File: src/rtl/alu_seq.sv
// Handshaked ALU: single-cycle add/nand/compare/equal, iterative one-bit-per-cycle shifts.
// A result is held in output registers until the consumer takes it with out_ready.
module alu_seq #(
    parameter  int WIDTH = 8,
    localparam int SHW   = $clog2(WIDTH)
) (
    input  logic             clk,
    input  logic             rst_n,
    input  logic             in_valid,
    output logic             in_ready,
    input  logic [2:0]       op,
    input  logic [WIDTH-1:0] data1,
    input  logic [WIDTH-1:0] data2,
    output logic             out_valid,
    input  logic             out_ready,
    output logic [WIDTH-1:0] result,
    output logic             zero,
    output logic             carry,
    output logic             illegal
);

    localparam logic [2:0] OP_ADD = 3'b001;
    localparam logic [2:0] OP_NAND = 3'b010;
    localparam logic [2:0] OP_LTU = 3'b011;
    localparam logic [2:0] OP_SHL = 3'b100;
    localparam logic [2:0] OP_SHR = 3'b101;
    localparam logic [2:0] OP_EQ = 3'b110;

    typedef enum logic [1:0] {
        IDLE,
        SHIFT,
        DONE
    } state_e;

    state_e           state_q, state_d;
    logic [WIDTH-1:0] result_q, result_d;
    logic             zero_q, zero_d;
    logic             carry_q, carry_d;
    logic             illegal_q, illegal_d;
    logic [WIDTH-1:0] acc_q, acc_d;
    logic [SHW-1:0]   cnt_q, cnt_d;
    logic             left_q, left_d;

    logic             accept;
    logic             is_shift;
    logic [SHW-1:0]   k;
    logic             k_over;
    logic             shift_over;
    logic             shift_iter;
    logic [WIDTH:0]   sum;

    assign accept = in_valid && in_ready;
    assign k      = data2[SHW-1:0];
    assign sum    = {1'b0, data1} + {1'b0, data2};

    // Only a non-power-of-two WIDTH can encode a k field value that is out of range.
    generate
        if ((1 << SHW) == WIDTH) begin : g_pow2
            assign k_over = 1'b0;
        end else begin : g_npow2
            assign k_over = (32'(k) >= WIDTH);
        end
    endgenerate

    assign is_shift   = (op == OP_SHL) || (op == OP_SHR);
    assign shift_over = ((data2 >> SHW) != '0) || k_over;
    assign shift_iter = is_shift && !shift_over && (k != '0);

    always_ff @(posedge clk or negedge rst_n) begin
        if (!rst_n) begin
            state_q   <= IDLE;
            result_q  <= '0;
            zero_q    <= 1'b0;
            carry_q   <= 1'b0;
            illegal_q <= 1'b0;
            acc_q     <= '0;
            cnt_q     <= '0;
            left_q    <= 1'b0;
        end else begin
            state_q   <= state_d;
            result_q  <= result_d;
            zero_q    <= zero_d;
            carry_q   <= carry_d;
            illegal_q <= illegal_d;
            acc_q     <= acc_d;
            cnt_q     <= cnt_d;
            left_q    <= left_d;
        end
    end

    // A new op is accepted from IDLE or, back-to-back, from DONE while the old result drains.
    always_comb begin
        state_d = state_q;
        case (state_q)
            IDLE, DONE: begin
                if (accept) begin
                    state_d = shift_iter ? SHIFT : DONE;
                end else if (state_q == DONE && out_ready) begin
                    state_d = IDLE;
                end
            end
            SHIFT: begin
                if (cnt_q == SHW'(1)) begin
                    state_d = DONE;
                end
            end
            default: state_d = IDLE;
        endcase
    end

    always_comb begin
        result_d  = result_q;
        zero_d    = zero_q;
        carry_d   = carry_q;
        illegal_d = illegal_q;
        acc_d     = acc_q;
        cnt_d     = cnt_q;
        left_d    = left_q;
        if (accept) begin
            zero_d    = 1'b0;
            carry_d   = 1'b0;
            illegal_d = 1'b0;
            case (op)
                OP_ADD: begin
                    result_d = sum[WIDTH-1:0];
                    carry_d  = sum[WIDTH];
                end
                OP_NAND: result_d = ~(data1 & data2);
                OP_LTU:  result_d = WIDTH'(data1 < data2);
                OP_EQ: begin
                    result_d = '0;
                    zero_d   = (data1 == data2);
                end
                OP_SHL, OP_SHR: begin
                    left_d = (op == OP_SHL);
                    if (shift_over) begin
                        result_d = '0;
                    end else if (k == '0) begin
                        result_d = data1;
                    end else begin
                        result_d = data1;
                        acc_d    = data1;
                        cnt_d    = k;
                    end
                end
                default: begin
                    result_d  = '0;
                    illegal_d = 1'b1;
                end
            endcase
        end else if (state_q == SHIFT) begin
            acc_d    = left_q ? (acc_q << 1) : (acc_q >> 1);
            cnt_d    = cnt_q - SHW'(1);
            result_d = acc_d;
        end
    end

    always_comb begin
        in_ready  = (state_q == IDLE) || (state_q == DONE && out_ready);
        out_valid = (state_q == DONE);
    end

    assign result  = result_q;
    assign zero    = zero_q;
    assign carry   = carry_q;
    assign illegal = illegal_q;

endmodule

File: config.mk
export PLATFORM = sky130hd
export DESIGN_NAME = alu_seq
export DESIGN_NICKNAME = d
export VERILOG_FILES = /design/src/rtl/alu_seq.sv
export SDC_FILE = /design/constraint.sdc
export NUM_CORES = 1
export LEC_CHECK = 0
export CAP_MARGIN = 20
export CORE_MARGIN = 5
export CORE_UTILIZATION = 49
export DETAILED_ROUTE_END_ITERATION = 7
export GPL_TIMING_DRIVEN = 0
export HOLD_SLACK_MARGIN = 0.08
export PLACE_DENSITY = 0.77
export SLEW_MARGIN = 40
export SYNTH_ARGS = -nofsm -noshare
export SYNTH_HDL_FRONTEND = slang
export SYNTH_SLANG_ARGS = --single-unit
File: constraint.sdc
create_clock -name clk -period 1.75 [get_ports clk]
set_clock_uncertainty 0.1 [all_clocks]
set_input_delay 0.175 -clock clk [delete_from_list [all_inputs] [get_ports clk]]
set_output_delay 0.175 -clock clk [all_outputs]
set_load 0.02 [all_outputs]
==> Yosys cells after proc, flatten, opt, wreduce, memory -nomap -nowiden <==
Index checks and enable logic that the tools add are counted.
{ "op_classes": {"n_mux": 22, "n_reduce_logical": 18, "bitwise": 2, "n_eq_ne": 15, "magnitude_cmp": 1, "addsub": 2} }
{ "ops": {"columns": ["op", "count"], "rows": [
  ["two-way mux 8 bit", 8],
  ["one-hot mux 8 bit (4 select lines)", 1],
  ["two-way mux 3 bit", 5],
  ["adder 8 x 8 -> 9 bit", 1],
  ["equality test 3 bit, second input constant", 3],
  ["AND 8 bit", 1],
  ["equality test 8 bit", 1],
  ["less-than comparator 8 bit", 1],
  ["two-way mux 2 bit", 4],
  ["inverter 8 bit", 1],
  ["nonzero test 8 bit", 1],
  ["equality test 3 x 1 -> 1 bit, second input constant", 2],
  ["equality test 3 x 2 -> 1 bit, second input constant", 2],
  ["inequality test 2 bit, second input constant", 3],
  ["OR reduction 6 bit", 1],
  ["logical AND 1 bit", 4],
  ["one-hot mux 2 bit (2 select lines)", 1],
  ["AND reduction 2 bit", 2],
  ["AND reduction 4 bit", 1],
  ["OR reduction 2 bit", 2],
  ["zero test 3 bit", 1],
  ["two-way mux 1 bit", 3],
  ["inequality test 3 bit, second input constant", 1],
  ["nonzero test 3 bit", 1],
  ["other kinds (8)", 9]
]} }
{ "totals": {"wordCells": 68, "inputBits": 23, "out_inout_bits": 13, "reg_bits": 25} }

==> Depth between registers and ports, before layout <==
{ "logic_depth": {"ltp_word": 7, "mapped_depth": 8, "mapped_depth_nobuf": 7} }

==> Worst setup path after synthesis <==
Ideal clock, no wire load.
{ "synth_path": {"path_kind": "input to register", "startpoint": "in data1[0]", "endpoint": "reg carry_q (netlist: carry)", "n_path_buf": 0, "setup_ns": 0.136, "path_stages": 7, "required_ns": 1.514, "arrival_ns": 1.517, "slack_ns": -0.003, "cell_sequence": "ha_1 > fa_1 > nor2b_1 > o21ai_0 > nand2_1 > o311ai_0 > a21oi_1"} }
{ "synth_via": {"elab_chain_len": 2} }
{ "synth_rtl": {"columns": ["item", "line", "source"], "rows": [
  ["start, declared", "12", "input logic [WIDTH-1:0] data1,"],
  ["adder 8 x 8 -> 9 bit", "54", "assign sum = {1'b0, data1} + {1'b0, data2};"],
  ["two-way mux 1 bit", "123", "case (op)"],
  ["end signal, assigned", "83", "carry_q <= carry_d;"],
  ["end, declared", "38", "logic carry_q, carry_d;"]
]} }
Every way passes these cells.
A chain may end at the register's enable or synchronous reset.

==> Worst setup path after layout <==
{ "layout_path": {"startpoint": "in data1[5]", "endpoint": "reg result_q[6] (netlist: result[6])"} }
{ "layout_via": {"elab_chain_len": 3} }
{ "layout_rtl": {"columns": ["item", "line", "source"], "rows": [
  ["adder 8 x 8 -> 9 bit", "54", null],
  ["one-hot mux 8 bit (4 select lines)", "123", null],
  ["two-way mux 8 bit", "119", "if (accept) begin"],
  ["end signal, assigned", "81", "result_q <= result_d;"],
  ["end, declared", "36", "logic [WIDTH-1:0] result_q, result_d;"]
]} }
Every way passes these cells.

==> out/qor.yml <==
synth.top_cell.area_share_pct: 28.8
cts-root-buf: "clkbuf_8"
relSlewSlack_pct: 61.0
ys_types: 57
syn_area_per_cell_sq_um: 8.65
gp_congestion: 0.873
drv_cap: 0
rr_startpoint: "state_q[1]$_DFFE_PN0P_"
row_count: 24
grt_overflow: 0
ctsHtreeMaxLevel: 1
tightest_slew_ns: 0.584
report.final.slew_viol_count: 0
postRouteAntennaNets: 0
drt_wl_total_microns: 6140
viasPerCell: 6.15
reg2reg_slack_ns: 0.08
status: "finished clean"
layout.nets: 335
synth_area_sq_um: 2170
area_growth_pct: 30.0
cp_max_fo: 10
place_area_sq_um: 2570
synthTopCellsByArea: "dfrtp_1 (29%), ha_1 (10%), o21ai_0 (4.4%), mux2i_1 (3.7%), nor2_1 (3.6%)"
synth_edf_count: 0
layoutNonFillerInstCount: 344
synthCells: 251
hold_end: "acc_q[0]$_DFFE_PN0P_"
ys_ff_latch: 25
diodes: 0
wl_per_cell_microns: 17.8
grt_pass1_wl_microns: 9870
drtIter0Drc: 197
ios: 36
ir_drop_v: 0.000338
yosysSeqAreaShare_pct: 28.8
p_total_mw: 1.97
die_y_microns: 76.6
grt_pass1_vias: 2033
coreArea_sq_um: 4320
crit_path_start_kind: "input port"
track_usage_pct: 20.4
fin_ws_ns: 0.0319
numCtsBuffers: 3
min_period_over_period_pct: 98.2
worstReg2RegEnd: "result[6]$_DFFE_PN0P_"
fmax_mhz: 582
insertion_delay_ns: 0.27
whs_ns: 0.126
setup_viol: 0
cts.sinks: 25
hold_violations: 0
initial_utilization_pct: 50.2
place_inst: 337
cts_buffer_depth: 2
critPathKind: "in2reg"
endpoint_kind: "flop"
leakage_nw: 1.19
vias: 2117
final_cell_mix: "dfrtp_1 (23), inv_1 (19), nor2_1 (19), nand2_1 (18), o21ai_0 (16)"
arrival_ns: 1.77
min_path_type: "in2reg"
drt_pass1_iterations: 4
grt_max_degree: 26
r2r_cells: 6
final_common_cell: "dfrtp_1"
cellPowerDensity_nw_per_um2: 699
synth_fp_nets: 293
yosys.area.top_type: "dfrtp_1"
crit_required_ns: 1.80
final_area_sq_um: 2820
yosysWarnings: 0
utilization_pct: 65.2
drive_gt1_share_pct: 19.9
hpwl_microns: 4500
port_buffers: 34
drc_errors: 0
hold_depth: 3
cts_tree: "built"
antenna_found_initial: 0
dp_slack_ns: -0.742
ys.flop_type: "dfrtp_1"
die_area_sq_um: 5860
fp.dieW_microns: 76.6
min-delay-start: "data1[0]"
period_minus_slack_ns: 1.72
clk_pin_slew_ns: 0.09
synth-async-reset-ratio_pct: 100
setup-tns-final_ns: 0
rsz0062_at_grt: "yes"
per-layer routing:
metal | vias up | wire length [microns] | global-route usage (%)
met2 | 70 | 2940 | 33.0
met5 | - | 0 | 0
li1 | 1005 | - | -
met1 | 1029 | 2740 | 27.7
met3 | 13 | 354 | 2.25
met4 | 0 | 97 | 8.04
final cells by class:
type                    count  area, sq um
well taps                  52         65.1
clock buffers               4         45.0
fillers                   353         1500
flip-flops and latches     25          628
repair buffers             37          335
multi-input cells         195         1590
inverters                  20         75.1
plain buffers              11         78.8
cells in the mapped netlist (3+ instances only):
cell,instances
a21oi_1,12
a221oi_1,5
a22oi_1,3
a31oi_1,3
and2_1,3
and2b_1,3
buf_2,7
buf_6,3
dfrtp_1,25
ha_1,18
inv_1,19
mux2i_1,8
nand2_1,19
nand2b_1,7
nand3_1,5
nand4_1,5
nor2_1,21
nor2b_1,7
nor3_1,6
o21ai_0,19
o21bai_1,3
o221a_2,3
o22ai_1,3
registers in the layout, indices dropped and copies added, names as in the netlist:
signal and cells:
acc_q 8, carry 1, cnt_q 3, illegal 1, left_q 1, result 8
state_q 2, zero 1
repair_timing:
item	in CTS	in global routing
setup endpoints to repair	22	21
endpoints found under the hold margin	25	0
pin swaps	5	5
setup buffers	0	2
gates resized for setup	48	22
hold buffers	1	0
report_power, final:
group	leakage [nW]	internal, mW	switching (mW)
clock	0.0228	0.163	0.195
combinational	0.876	0.378	0.431
sequential	0.294	0.703	0.101
total	1.19	1.24	0.727
cells by family after synthesis:
family                     after synthesis  share of synthesized area, %
DFF                                     25                          28.8
xor gates and xnor gates                 1                         0.404
buffers and inverters                   31                          6.80
AOI/OAI and AO/OA                       76                          25.1
and+or+nand+nor                         90                          23.4
adders and majority gates               19                          11.3
muxes                                    9                          4.21
worst max path at each step:
| stage | startpoint | end | slack [ns] | depth (start not counted) |
|---|---|---|---|---|
| finish | data1[5] | result[6]$_DFFE_PN0P_ | 0.03 | 8 |
| global route | data1[5] | result[6]$_DFFE_PN0P_ | -0.03 | 8 |
| CTS | state_q[0]$_DFFE_PN0P_ | result[2]$_DFFE_PN0P_ | 0.0009 | 5 |
| detailed placement | data1[0] | carry$_DFFE_PN0P_ | -0.74 | 8 |
| global placement | data1[0] | carry$_DFFE_PN0P_ | -0.67 | 8 |
| floorplan | data1[0] | carry$_DFFE_PN0P_ | 0.04 | 7 |
worst max-delay path, cell delays in order:
cell and delay [ns]:
dlygate4sd2_1 0.30, ha_1 0.33, buf_4 0.18, nor3_2 0.20
o21ai_2 0.09, and4_1 0.19, a31oi_2 0.19, a22oi_1 0.12
No activity file was read; power rests on OpenSTA's default activity.
